--- src/rtl/ne16_column_accumulator_pkg.sv ---
// Shared types and sizes for the NE16 column accumulator.
// Provides the control/flag structs, the FSM state enum and default widths
// for the column partial-sum input and the accumulator output.
package ne16_column_accumulator_pkg;

  localparam int NE16_ACC_WIDTH        = 32;
  localparam int NE16_COLUMN_PRES_SIZE = 16;
  localparam int NE16_ITER_WIDTH       = 16;

  typedef enum logic [1:0] {
    IDLE   = 2'd0,
    ACCUM  = 2'd1,
    OUTPUT = 2'd2
  } column_accum_state_t;

  typedef struct packed {
    logic [2:0]                 qw_m1;          // weight bit-planes minus 1
    logic [NE16_ITER_WIDTH-1:0] n_iter_m1;      // channel iterations minus 1
    logic                       signed_weights; // MSB plane carries negative weight
  } ctrl_column_accum_t;

  typedef struct packed {
    column_accum_state_t        state;
    logic                       busy;
    logic [2:0]                 bit_cnt;
    logic [NE16_ITER_WIDTH-1:0] iter_cnt;
  } flags_column_accum_t;

endpackage

--- src/rtl/ne16_column_accum_fsm.sv ---
// Sequencer for the column accumulator: FSM, bit-plane / iteration counters
// and the latched control word.
// Ports: clk_i/rst_i (async active-high), enable_i stall, clear_i, start_i,
//   ctrl_i latched in IDLE, pres_valid_i / out_fire_i handshake inputs,
//   pres_ready_o, accept_o, negate_o, shift_o, last_o and flags_o to the datapath.
module ne16_column_accum_fsm
  import ne16_column_accumulator_pkg::*;
#(
  parameter int ITER_WIDTH = NE16_ITER_WIDTH
) (
  input  logic                clk_i,
  input  logic                rst_i,
  input  logic                enable_i,
  input  logic                clear_i,
  input  logic                start_i,
  input  ctrl_column_accum_t  ctrl_i,
  input  logic                pres_valid_i,
  input  logic                out_fire_i,
  output logic                pres_ready_o,
  output logic                accept_o,
  output logic                negate_o,
  output logic [2:0]          shift_o,
  output logic                last_o,
  output flags_column_accum_t flags_o
);

  column_accum_state_t     r_state;
  ctrl_column_accum_t      r_ctrl;
  logic [2:0]              r_bit_cnt;
  logic [ITER_WIDTH-1:0]   r_iter_cnt;

  logic w_bit_last;
  logic w_iter_last;

  assign w_bit_last  = (r_bit_cnt == r_ctrl.qw_m1);
  assign w_iter_last = (r_iter_cnt == ITER_WIDTH'(r_ctrl.n_iter_m1));

  // Ready depends only on registered state so it never loops back on valid.
  assign pres_ready_o = enable_i && (r_state == ACCUM);
  // A clear in the same cycle wins over any beat that happens to be offered.
  assign accept_o     = pres_ready_o && pres_valid_i && !clear_i;
  assign negate_o     = r_ctrl.signed_weights && w_bit_last;
  assign shift_o      = r_bit_cnt;
  assign last_o       = w_bit_last && w_iter_last;

  assign flags_o.state    = r_state;
  assign flags_o.busy     = (r_state != IDLE);
  assign flags_o.bit_cnt  = r_bit_cnt;
  assign flags_o.iter_cnt = NE16_ITER_WIDTH'(r_iter_cnt);

  always_ff @(posedge clk_i or posedge rst_i) begin
    if (rst_i) begin
      r_state    <= IDLE;
      r_ctrl     <= '0;
      r_bit_cnt  <= '0;
      r_iter_cnt <= '0;
    end else if (clear_i) begin
      r_state    <= IDLE;
      r_ctrl     <= '0;
      r_bit_cnt  <= '0;
      r_iter_cnt <= '0;
    end else if (enable_i) begin
      case (r_state)
        IDLE: begin
          if (start_i) begin
            r_ctrl     <= ctrl_i;
            r_bit_cnt  <= '0;
            r_iter_cnt <= '0;
            r_state    <= ACCUM;
          end
        end
        ACCUM: begin
          if (accept_o) begin
            if (w_bit_last) begin
              r_bit_cnt <= '0;
              if (w_iter_last) begin
                r_iter_cnt <= '0;
                r_state    <= OUTPUT;
              end else begin
                r_iter_cnt <= r_iter_cnt + 1'b1;
              end
            end else begin
              r_bit_cnt <= r_bit_cnt + 3'd1;
            end
          end
        end
        OUTPUT: begin
          // Same latched ctrl is reused for the next pixel/channel.
          if (out_fire_i) r_state <= ACCUM;
        end
        default: r_state <= IDLE;
      endcase
    end
  end

endmodule

--- src/rtl/ne16_column_accumulator.sv ---
// Bit-serial column accumulator: weights each signed bit-plane partial sum by
// its plane significance (MSB plane optionally negated) and sums over planes
// and channel iterations, emitting one ACC_WIDTH result per output.
// Ports: clk_i/rst_i (async active-high), enable_i, clear_i, start_i, ctrl_i,
//   column_pres_* sink stream, acc_* source stream (strb all ones), flags_o.
module ne16_column_accumulator
  import ne16_column_accumulator_pkg::*;
#(
  parameter int PRES_WIDTH = NE16_COLUMN_PRES_SIZE,
  parameter int ACC_WIDTH  = NE16_ACC_WIDTH,
  parameter int ITER_WIDTH = NE16_ITER_WIDTH
) (
  input  logic                   clk_i,
  input  logic                   rst_i,
  input  logic                   enable_i,
  input  logic                   clear_i,
  input  logic                   start_i,
  input  logic                   column_pres_valid_i,
  input  logic [PRES_WIDTH-1:0]  column_pres_data_i,
  output logic                   column_pres_ready_o,
  output logic                   acc_valid_o,
  output logic [ACC_WIDTH-1:0]   acc_data_o,
  output logic [ACC_WIDTH/8-1:0] acc_strb_o,
  input  logic                   acc_ready_i,
  input  ctrl_column_accum_t     ctrl_i,
  output flags_column_accum_t    flags_o
);

  logic                 w_accept;
  logic                 w_negate;
  logic [2:0]           w_shift;
  logic                 w_last;
  logic                 w_fire;
  logic [ACC_WIDTH-1:0] w_ext;
  logic [ACC_WIDTH-1:0] w_term;
  logic [ACC_WIDTH-1:0] w_acc_next;

  logic [ACC_WIDTH-1:0] r_acc;
  logic                 r_acc_valid;

  ne16_column_accum_fsm #(
    .ITER_WIDTH (ITER_WIDTH)
  ) i_fsm (
    .clk_i        (clk_i),
    .rst_i        (rst_i),
    .enable_i     (enable_i),
    .clear_i      (clear_i),
    .start_i      (start_i),
    .ctrl_i       (ctrl_i),
    .pres_valid_i (column_pres_valid_i),
    .out_fire_i   (w_fire),
    .pres_ready_o (column_pres_ready_o),
    .accept_o     (w_accept),
    .negate_o     (w_negate),
    .shift_o      (w_shift),
    .last_o       (w_last),
    .flags_o      (flags_o)
  );

  // Output handshake only completes when enabled and not being cleared.
  assign w_fire = enable_i && r_acc_valid && acc_ready_i && !clear_i;

  // Sign-extend the plane partial sum, then scale by plane significance.
  // All arithmetic wraps modulo 2^ACC_WIDTH.
  assign w_ext      = {{(ACC_WIDTH-PRES_WIDTH){column_pres_data_i[PRES_WIDTH-1]}}, column_pres_data_i};
  assign w_term     = w_ext << w_shift;
  assign w_acc_next = w_negate ? (r_acc - w_term) : (r_acc + w_term);

  always_ff @(posedge clk_i or posedge rst_i) begin
    if (rst_i) begin
      r_acc       <= '0;
      r_acc_valid <= 1'b0;
    end else if (clear_i) begin
      r_acc       <= '0;
      r_acc_valid <= 1'b0;
    end else if (w_accept) begin
      r_acc <= w_acc_next;
      if (w_last) r_acc_valid <= 1'b1;
    end else if (w_fire) begin
      r_acc       <= '0;
      r_acc_valid <= 1'b0;
    end
  end

  assign acc_valid_o = r_acc_valid;
  assign acc_data_o  = r_acc;
  assign acc_strb_o  = '1;

endmodule

--- config.mk ---
export PLATFORM = sky130hd
export DESIGN_NAME = ne16_column_accumulator
export DESIGN_NICKNAME = d
export VERILOG_FILES = /design/src/rtl/ne16_column_accumulator_pkg.sv /design/src/rtl/ne16_column_accum_fsm.sv /design/src/rtl/ne16_column_accumulator.sv
export SDC_FILE = /design/constraint.sdc
export NUM_CORES = 1
export LEC_CHECK = 0
export ABC_AREA = 1
export ABC_CLOCK_PERIOD_IN_PS = 3800
export BUFFER_PORTS_ARGS = -buffer_cell sky130_fd_sc_hd__buf_2
export CAP_MARGIN = 10
export CORE_MARGIN = 1
export CORE_UTILIZATION = 30
export CTS_CLUSTER_DIAMETER = 200
export CTS_CLUSTER_SIZE = 12
export DETAILED_ROUTE_END_ITERATION = 6
export GPL_TIMING_DRIVEN = 0
export SETUP_SLACK_MARGIN = 0.2
export SLEW_MARGIN = 20
export SYNTH_ARGS = -nofsm -noshare
export SYNTH_HDL_FRONTEND = slang
export SYNTH_HIERARCHICAL = 1
export SYNTH_SLANG_ARGS = --single-unit
--- constraint.sdc ---
create_clock -name clk_i -period 3.8 [get_ports clk_i]
set_input_delay 0.76 -clock clk_i [delete_from_list [all_inputs] [get_ports clk_i]]
set_output_delay 0.76 -clock clk_i [all_outputs]
set_load 0.01 [all_outputs]
* Word level (Yosys, flattened, before mapping) *
Cells that the tools add are included.

word-level totals
  bits in registers = 74
  bits of input ports = 43
  output and inout port bits = 60
  word-level logic and storage cells = 77

operators by class
  $add $sub $neg = 4
  equal/unequal tests = 10
  shifts and indexed selects = 1
  mux-type cells = 33
  reduce and logical (&&, ||, !) cells = 21

operators by type and width
  cell                                                                     number
  32-bit 2-to-1 mux                                                        4
  16-bit 2-to-1 mux                                                        6
  20-bit 2-to-1 mux                                                        4
  32-bit adder                                                             1
  16-bit case mux with 2 select lines                                      1
  32-bit by 3-bit left shift with 32-bit output                            1
  32-bit subtractor                                                        1
  16-bit by 1-bit adder with 16-bit output, second input constant          1
  16-bit equality test                                                     1
  3-bit 2-to-1 mux                                                         5
  2-bit 2-to-1 mux                                                         7
  3-bit by 2-bit inequality test with 1-bit output, second input constant  4
  1-bit logical AND                                                        8
  2-bit nonzero test                                                       4
  3-bit inequality test, second input constant                             2
  2-bit case mux with 3 select lines                                       1
  3-bit case mux with 2 select lines                                       1
  6-bit AND reduction                                                      1
  3-bit nonzero test                                                       2
  5-bit AND reduction                                                      1
  1-bit 2-to-1 mux                                                         4
  4-bit AND reduction                                                      1
  3-bit by 1-bit adder with 3-bit output, second input constant            1
  3-bit equality test                                                      1
  other kinds (6)                                                          6

* Logic depth before layout (Yosys ltp) *
Gate-level depths: netlist of run 1.

  depth after elaboration = 8
  gate-level depth with buffers = 29
  gate-level depth less buffers = 27

* By module *
The synthesis of run 1 kept the hierarchy.

modules (own cells, without submodules)
  module                   times used  cells each  area an instance (um^2)  sequential area each (um^2)
  ne16_column_accumulator  1           721         4,614.4                  825.8
  ne16_column_accum_fsm    1           350         2,397.3                  1,026.0

* Worst setup path before layout of run 1 *
OpenSTA, ideal clock, no wires.

  path type = register to register
  from = register i_fsm.r_bit_cnt[0], in the netlist i_fsm/shift_o[0]
  to = register r_acc[25], in the netlist acc_data_o[25]
  library setup time = 0.123 ns
  arrival = 3.228 ns
  required time = 3.677 ns
  setup slack = 0.449 ns
  cell stages (with the launch flop) = 29
  path buffers = 3
  period minus slack after synthesis = 3.351 ns
  cell sequence = dfrtp_1 > buf_4 > buf_6 > buf_4 > nand2_1 > nand3_2 > nand2_1 > nand2_1 > nand2_2 > inv_2 > nor3_2 > nand2_1 > nor2_4 > nand2_1 > nand2_2 > nand2_1 > xor2_1 > ha_1 > nand2_1 > nor2_1 > inv_1 > nor3_1 > nand3_1 > nand3_1 > nand2_1 > nand2_1 > a21oi_1 > o21ai_0 > nand2_1

on the way
  cells in the longest elaborated chain, start to end = 5
  elaborated cells on any way between the ends = 8
  classes of those cells = add/sub (2); eq/ne (1); shift (1); mux (3); reduce/logical (1)

ends and longest elaborated chain
  what                                                                                         RTL line                                                    text
  start: declaration                                                                           ne16_column_accum_fsm.sv:29                                 logic [2:0] r_bit_cnt;
  start signal: assignment                                                                     ne16_column_accum_fsm.sv:83                                 r_bit_cnt <= r_bit_cnt + 3'd1;
  32-bit by 3-bit left shift with 32-bit output / 3-bit equality test (equally long branches)  ne16_column_accumulator.sv:66, ne16_column_accum_fsm.sv:35
  32-bit adder (tied with other cells)                                                         ne16_column_accumulator.sv:67                               assign w_acc_next = w_negate ? (r_acc - w_term) : (r_acc + w_term);
  32-bit 2-to-1 mux (*)                                                                        ne16_column_accumulator.sv:67
  32-bit 2-to-1 mux (*)                                                                        ne16_column_accumulator.sv:76                               end else if (w_accept) begin
  32-bit 2-to-1 mux (*)                                                                        ne16_column_accumulator.sv:73                               end else if (clear_i) begin
  end signal: assignment                                                                       ne16_column_accumulator.sv:77                               r_acc <= w_acc_next;
  end: declaration                                                                             ne16_column_accumulator.sv:38                               logic [ACC_WIDTH-1:0] r_acc;

Every way passes the cells marked *; elsewhere a longest branch is shown, timed or not.
A chain may end at the register's enable or synchronous reset.

* Worst setup path after layout of run 1 *
  from = register i_fsm.r_bit_cnt[0], in the netlist i_fsm/shift_o[0]
  to = register r_acc[31], in the netlist acc_data_o[31]

The elaborated chain is that of the path after synthesis.

==> results of run 1 <==
-- cell type report --
class	instances	share of cell area, %
antenna	1	0.02559
buffer	35	2.712
clock buffer	9	2.303
clock inverter	7	0.8444
inverter	124	4.939
multi-input combinational	841	56.21
sequential	74	18.95
tap	313	4.005
timing repair buffer	156	10.02
-- power breakdown --
| group | total [W] | switching (W) | internal [W] |
|---|---|---|---|
| Sequential | 0.000918 | 0.0000612 | 0.000856 |
| Clock | 0.000923 | 0.000402 | 0.000521 |
| Combinational | 0.00262 | 0.00163 | 0.000985 |
-- worst max-delay path, cell delays in order (launching register included) --
cell	delay, ns
dfrtp_1	0.38
buf_4	0.14
buf_8	0.13
buf_12	0.14
nand2_2	0.08
nand3_2	0.11
nand3_2	0.08
nand2_2	0.09
inv_2	0.09
nand2_2	0.09
nor2_2	0.14
nand2_2	0.09
nor2_4	0.13
buf_12	0.12
nand4_4	0.11
o21ai_1	0.16
ha_2	0.33
a21oi_2	0.16
o21ai_1	0.11
a21oi_1	0.16
o21ai_0	0.14
nor2_1	0.13
nand2_1	0.10
inv_1	0.07
nand3_1	0.06
nand3_1	0.07
nand2_1	0.05
-- cells by family after synthesis --
family,after synthesis
AOI/OAI and AO/OA,178
xor gates and xnor gates,28
adders and majority gates,35
buffers and inverters,159
DFF,74
other,1
and+or+nand+nor,596
-- registers in the layout (all words and copies together) (netlist names) --
name	count
acc_valid_o	1
acc_data_o	32
i_fsm/r_iter_cnt	16
i_fsm/r_ctrl	20
i_fsm/r_state	2
i_fsm/shift_o	3
-- per-stage QoR --
| step | worst slack [ns] | power [W] | cell area, sq um | hold WS, ns |
|---|---|---|---|---|
| 2_1_floorplan | 0.4491 | 0.002312 | 7023 | 0.5047 |
| 3_3_place_gp | -0.6316 | 0.002768 | 7905 | 0.4886 |
| 3_5_place_dp | -0.6835 | 0.002791 | 7925 | 0.4980 |
| 4_1_cts | 0.1995 | 0.004007 | 8892 | 0.3880 |
| 5_1_grt | -0.04144 | 0.004758 | 9777 | 0.4072 |
| 6_report | 0.2075 | 0.004457 | 9779 | 0.3957 |
-- how the worst max path moves through the flow --
| stage | to | cells after the start | from | slack, ns |
|---|---|---|---|---|
| global route | acc_data_o[25] | 30 | i_fsm/shift_o[0] | -0.04 |
| finish | acc_data_o[31] | 26 | i_fsm/shift_o[0] | 0.21 |
| CTS | acc_data_o[31] | 28 | i_fsm/shift_o[0] | 0.20 |
| global placement | acc_data_o[22] | 19 | i_fsm/shift_o[1] | -0.63 |
| floorplan | acc_data_o[25] | 28 | i_fsm/shift_o[0] | 0.45 |
| detailed placement | acc_data_o[22] | 21 | i_fsm/shift_o[0] | -0.68 |
-- cells in the mapped netlist (5+ instances only) --
| cell | count |
|---|---|
| xor2_1 | 20 |
| nand2_2 | 20 |
| o21ai_0 | 80 |
| nand2_4 | 8 |
| clkbuf_1 | 12 |
| buf_4 | 12 |
| nand4_1 | 15 |
| nor3_1 | 13 |
| o21bai_1 | 5 |
| dfrtp_1 | 74 |
| inv_1 | 114 |
| nor2_2 | 8 |
| nand2_1 | 300 |
| nand3_1 | 88 |
| ha_1 | 34 |
| nand3_2 | 25 |
| inv_2 | 7 |
| xnor2_1 | 7 |
| a21oi_1 | 62 |
| nor2_1 | 101 |
| o21ai_1 | 8 |
| o31ai_1 | 5 |
| buf_2 | 6 |
-- layer usage --
layer,wire length [um],track usage [%],vias up
li1,-,-,3846
met1,9666,23.20,3575
met2,11810,34.64,191
met3,1084,3.120,29
met4,489,5.422,0
met5,0,0,-
-- what timing repair did --
item                       4_1_cts  5_1_grt
setup endpoints to repair       26       23
gates cloned                     1        0
buffers inserted                34       22
resized for setup               88      184
pin swaps                       39       66
==> key figures, run 1 <==
Cells and area
  • Post-Layout Cell Count: ~1600
  • Multi-input logic area: between 5000 and 6000 sq um
  • Final net count: between 1000 and 1500
  • Layout overhead on the synthesized area: 39.47%
  • Filler instances: about 2300
  • Share of cells above drive strength 1: 36.04%
  • Commonest non-fill, non-tap cell in the layout: nand2_1
  • Sequential cell area: 1853 sq um
  • Highest-count cells in the layout ignoring fill and taps: nand2_1, inv_1, buf_2, nor2_1, dfrtp_1
  • Post-layout util: between 40% and 50%

Clocking
  • Worst-skew pair later-pin latency: ~0.35 ns
  • CTS Buf Count: 9
  • Cts hold-fix bufs: 0
  • CTS tree: built
  • Clock slew at the register clock pins of the worst setup and hold paths: around 0.07 ns
  • CTS Sinks: 74
  • H-tree depth: 3
  • Root Buffer: clkbuf_16
  • CTS max path bufs: 2

Synthesis
  • Area share of the largest cell type after synthesis: a little over a quarter
  • Asr flop ratio synth: 100.0%
  • Ys flop type: dfrtp_1
  • Post-synth EDFFs: 0
  • Post-Synth Adder-Cell Area: ~6.4%
  • Gate Count Post-Synth: roughly 1100
  • XOR/XNOR Fraction of Synth Area: 3.605%
  • #FFs+latches synth: 74
  • Syn. warnings: 6
  • Avg Cell Area, Syn: roughly 6.5 sq um
  • Synth Cell Area: 7012 sq um
  • Synth area leaders: dfrtp_1, nand2_1, nand3_1
  • Mux share of post-synthesis cell area: 0%
  • Yosys top cell by area: dfrtp_1
  • Seq/Total Area, Yosys: a little over a quarter
  • Largest family of logic cells by synthesized area: simple AND/OR/NAND/NOR gates
  • Compound-Gate Fraction of Synth Area: between 10 and 15%
  • Yosys cell types: 48
  • Post-Synth Simple-Gate Area: between 30 and 40%

Run
  • Max-cap violations: 0

Critical path
  • Reg2Reg Depth: 26
  • Crit. End Element: flop
  • Crit path launch type: flop
  • Critical R2R Capture: acc_data_o[31]
  • Crit-path max FO: 10
  • Flop-to-flop setup slack: between 0.2 and 0.25 ns
  • Critical path type: flop to flop
  • R2r startpoint: i_fsm/shift_o[0]
  • Worst EP required: between 4 and 5 ns
  • WP data arrival: roughly 3.8 ns

Power and ir drop
  • Peak supply drop: 0.2559 mV
  • Pwr dens: around 460 nW/um^2
  • Leakage: between 4 and 5 nW

Global route
  • Grt total ovfl: 0
  • Tot GR Track Use: a little under a fifth
  • Number of global-route vias before repair: between 7000 and 8000
  • First-pass GRT wire length: 36370 um
  • Initial antenna violation count: 0
  • Pin count of the biggest net entering global routing: 34

Floorplanning
  • Die H: around 150 um
  • Core Area: between 20000 and 25000 sq um
  • Chip width: 154.9 um
  • Die ar.: around 24000 sq um
  • Ports: about 100
  • Row cnt: between 50 and 60
  • Initial Utilization: between 30% and 40%

Routing
  • Vias per cell: between 4 and 5
  • DRC viols: 0
  • DRT Pass-1 Iters: 5
  • Routed length per placed instance: between 10 and 15 um
  • Routed WL: about 23000 um
  • Antenna-violating nets left: 0
  • Drt first-iter violations: between 400 and 500
  • Routed vias: about 7600

Run status
  • Status: complete, no violations

Timing
  • # setup viols final: 0
  • Setup tns final: 0 ns
  • Final Skew: slightly above 0.01 ns
  • Slew margin rel.: ~46%
  • Slew Viols, Final: 0
  • Post-layout min period: between 3 and 4 ns
  • Final hold vios: 0
  • F_max: roughly 280 MHz
  • RSZ-0062 raised after global routing: yes
  • Worst-margin pin slew: around 0.8 ns
  • Period utilization: between 90% and 100%

Place
  • Cells after DPL: between 1000 and 1500
  • Post-DP HPWL: between 15000 and 20000 um
  • Port bufs: 98
  • Routability cong.: 0.9319

Min path
  • HP Class: input port to asynchronous set/reset pin
Power figures use the tool's default switching activity.
==> inputs of run 2 (changes only) <==
REMOVE_ABC_BUFFERS = 1   (was default)
==> run 2 against run 1 <==
Worst hold slack improved by 0.028 ns. Fmax shrank 2.2%. Sequential power increased by 2.5%. Utilization decreased by 0.19 points. Sequential cell count did not move. Final cell count is 1.2% lower.
==> key figures, run 2 (same netlist as run 1, synthesis figures left out) <==
Floorplanning
  • Die ar.: around 24000 sq um
  • Ports: roughly 100
  • Chip width: roughly 150 um
  • Row cnt: between 50 and 60
  • Core Area: 22780 sq um
  • Die H: around 150 um
  • Initial Utilization: 30.78%

Timing
  • Post-layout min period: 3.673 ns
  • # setup viols final: 0
  • Slew Viols, Final: 0
  • Final hold slack: ~0.42 ns
  • F_max: ~270 MHz
  • Final WS setup: about 0.13 ns
  • Period utilization: 96.65%
  • RSZ-0062 raised after global routing: yes
  • Slew margin rel.: ~50%
  • Final Skew: 0.01223 ns
  • Final hold vios: 0
  • Worst-margin pin slew: 0.7537 ns

Clocking
  • Root Buffer: clkbuf_16
  • CTS max path bufs: 2
  • CTS Sinks: 74
  • Clock slew at the register clock pins of the worst setup and hold paths: approximately 0.06 ns
  • Worst-skew pair later-pin latency: between 0.3 and 0.4 ns
  • H-tree depth: 3
  • CTS Buf Count: 9
  • CTS tree: built

Routing
  • DRC viols: 0
  • Drt first-iter violations: 299
  • Routed vias: 7582
  • Routed WL: 23070 um
  • Routed length per placed instance: approximately 15 um
  • Antenna-violating nets left: 0
  • Vias per cell: roughly 4.9
  • DRT Pass-1 Iters: 5

Power and ir drop
  • P_sw: ~0.0021 W
  • Net Sw Frac: about 47%
  • Leakage: 4.811 nW
  • Flop pwr share: 21.2%
  • Internal Power: approximately 0.0024 W
  • Power share of the clock group: between 20 and 25%
  • Pwr dens: about 460 nW/um^2
  • Peak supply drop: 0.2342 mV
  • Comb power frac: around three fifths

Cells and area
  • Share of cells above drive strength 1: 36.76%
  • Multi-input logic area: ~5500 sq um
  • Highest-count cells in the layout ignoring fill and taps: nand2_1, inv_1, buf_2, nor2_1, dfrtp_1
  • Number of flip-flops in the largest register: 32
  • Layout overhead on the synthesized area: 38.87%
  • Design area: just under 10000 sq um
  • Commonest non-fill, non-tap cell in the layout: nand2_1
  • Filler instances: around 2300
  • Final net count: approximately 1300
  • Sequential cell area: approximately 1900 sq um

Place
  • Port bufs: roughly 100
  • Post-DP HPWL: between 15000 and 20000 um
  • Dpl ws: -1.461 ns
  • Routability cong.: a little under 0.9
  • Dpl cell area: ~7800 sq um

Critical path
  • Crit path launch type: flop
  • Worst setup startpoint: i_fsm/shift_o[0]
  • Worst EP required: between 4 and 5 ns
  • Critical path type: flop to flop
  • R2r startpoint: i_fsm/shift_o[0]
  • Crit-path max FO: 5
  • Crit. End Element: flop
  • WP data arrival: 3.91 ns

Global route
  • First-pass GRT wire length: 34110 um
  • Pin count of the biggest net entering global routing: 26
  • Tot GR Track Use: between 10% and 20%
  • Grt total ovfl: 0
  • Initial antenna violation count: 5
  • Number of global-route vias before repair: between 6000 and 7000

Run status
  • Status: complete, no violations

Min path
  • HP Class: input port to asynchronous set/reset pin

Run
  • Max-cap violations: 0
==> run 2: cell types whose count changed in the layout (fill, tap and decap cells not counted), sizes merged <==
cell      before  now
clkbuf        20   11
diode          1    4
inv          128  122
buf          179  166
bufbuf         1    0
clkinv         0    2
clkinvlp       2    7
==> run 2: area by class of cell <==
cell class | instances | area share, %
clock buffers | 11 | 2.493
multi-input cells | 841 | 56.82
diodes | 4 | 0.1028
inverters | 124 | 5.166
well taps | 313 | 4.022
repair buffers | 166 | 11.39
clock inverters | 5 | 0.6425
flip-flops and latches | 74 | 19.13
repair inverters | 3 | 0.2313
==> run 2: metrics by stage <==
| stage | utilization, % | setup TNS [ns] | power (W) | instances |
|---|---|---|---|---|
| 6_report | 42.75 | 0 | 0.004433 | 1541 |
| 5_1_grt | 42.71 | -0.1042 | 0.004729 | 1538 |
| 3_5_place_dp | 34.16 | -24.90 | 0.002696 | 1456 |
| 3_3_place_gp | 33.69 | -40.14 | 0.002649 | 1450 |
| 4_1_cts | 36.80 | 0 | 0.003755 | 1487 |
| 2_1_floorplan | - | 0 | 0.002235 | 1039 |
==> run 2: critical path, cell delays in order, from the launching register on <==
cell      delay, ns
dfrtp_4        0.51
clkinv_8       0.09
buf_12         0.13
buf_12         0.12
nand2_4        0.05
nand3_2        0.11
nand3_4        0.10
nand2_4        0.07
nor2_4         0.14
inv_2          0.05
nor2_2         0.12
nand2_2        0.09
o21ai_1        0.17
xor2_1         0.25
ha_2           0.36
nand2_2        0.11
inv_1          0.08
nand2_1        0.06
nand2_1        0.09
a21oi_2        0.14
o21ai_2        0.10
buf_4          0.15
or2_2          0.26
a32o_1         0.22
==> run 2: path summary, 6_finish.rpt <==
kind	to	slack, ns	cells after the start
max	acc_data_o[14]	0.13	23
min	acc_data_o[31]	0.42	2
max reg2reg	acc_data_o[14]	0.13	23
min reg2reg	acc_data_o[29]	0.51	2
max in group asynchronous	i_fsm/shift_o[2]	2.85	3
min in group clk_i	acc_data_o[29]	0.51	2
==> run 2: layer usage <==
layer | wire length (um) | up-vias | share of wire [%] | GRT usage, %
met5 | 8 | - | 0.035 | 0
met1 | 9789 | 3530 | 42 | 22.33
met2 | 11470 | 212 | 50 | 31.06
met3 | 1165 | 50 | 5.0 | 3.287
li1 | - | 3788 | - | -
met4 | 641 | 2 | 2.8 | 6.035
==> run 2: power by group through the flow <==
| stage | logic [W] | clock network (W) | registers (W) |
|---|---|---|---|
| 3_5_place_dp | 0.00173 | 0 | 0.000962 |
| 5_1_grt | 0.00282 | 0.000963 | 0.000950 |
| 6_report | 0.00258 | 0.000912 | 0.000941 |
| 2_1_floorplan | 0.00128 | 0 | 0.000954 |
| 4_1_cts | 0.00189 | 0.000934 | 0.000936 |
| 3_3_place_gp | 0.00169 | 0 | 0.000963 |
==> run 2: what timing repair did <==
action                     in CTS  in global routing
gates cloned                    2                  1
setup endpoints to repair      31                 22
gates resized for setup        56                234
pin swaps                      15                 87
hold buffers                    0                  0
setup buffers                  13                 49
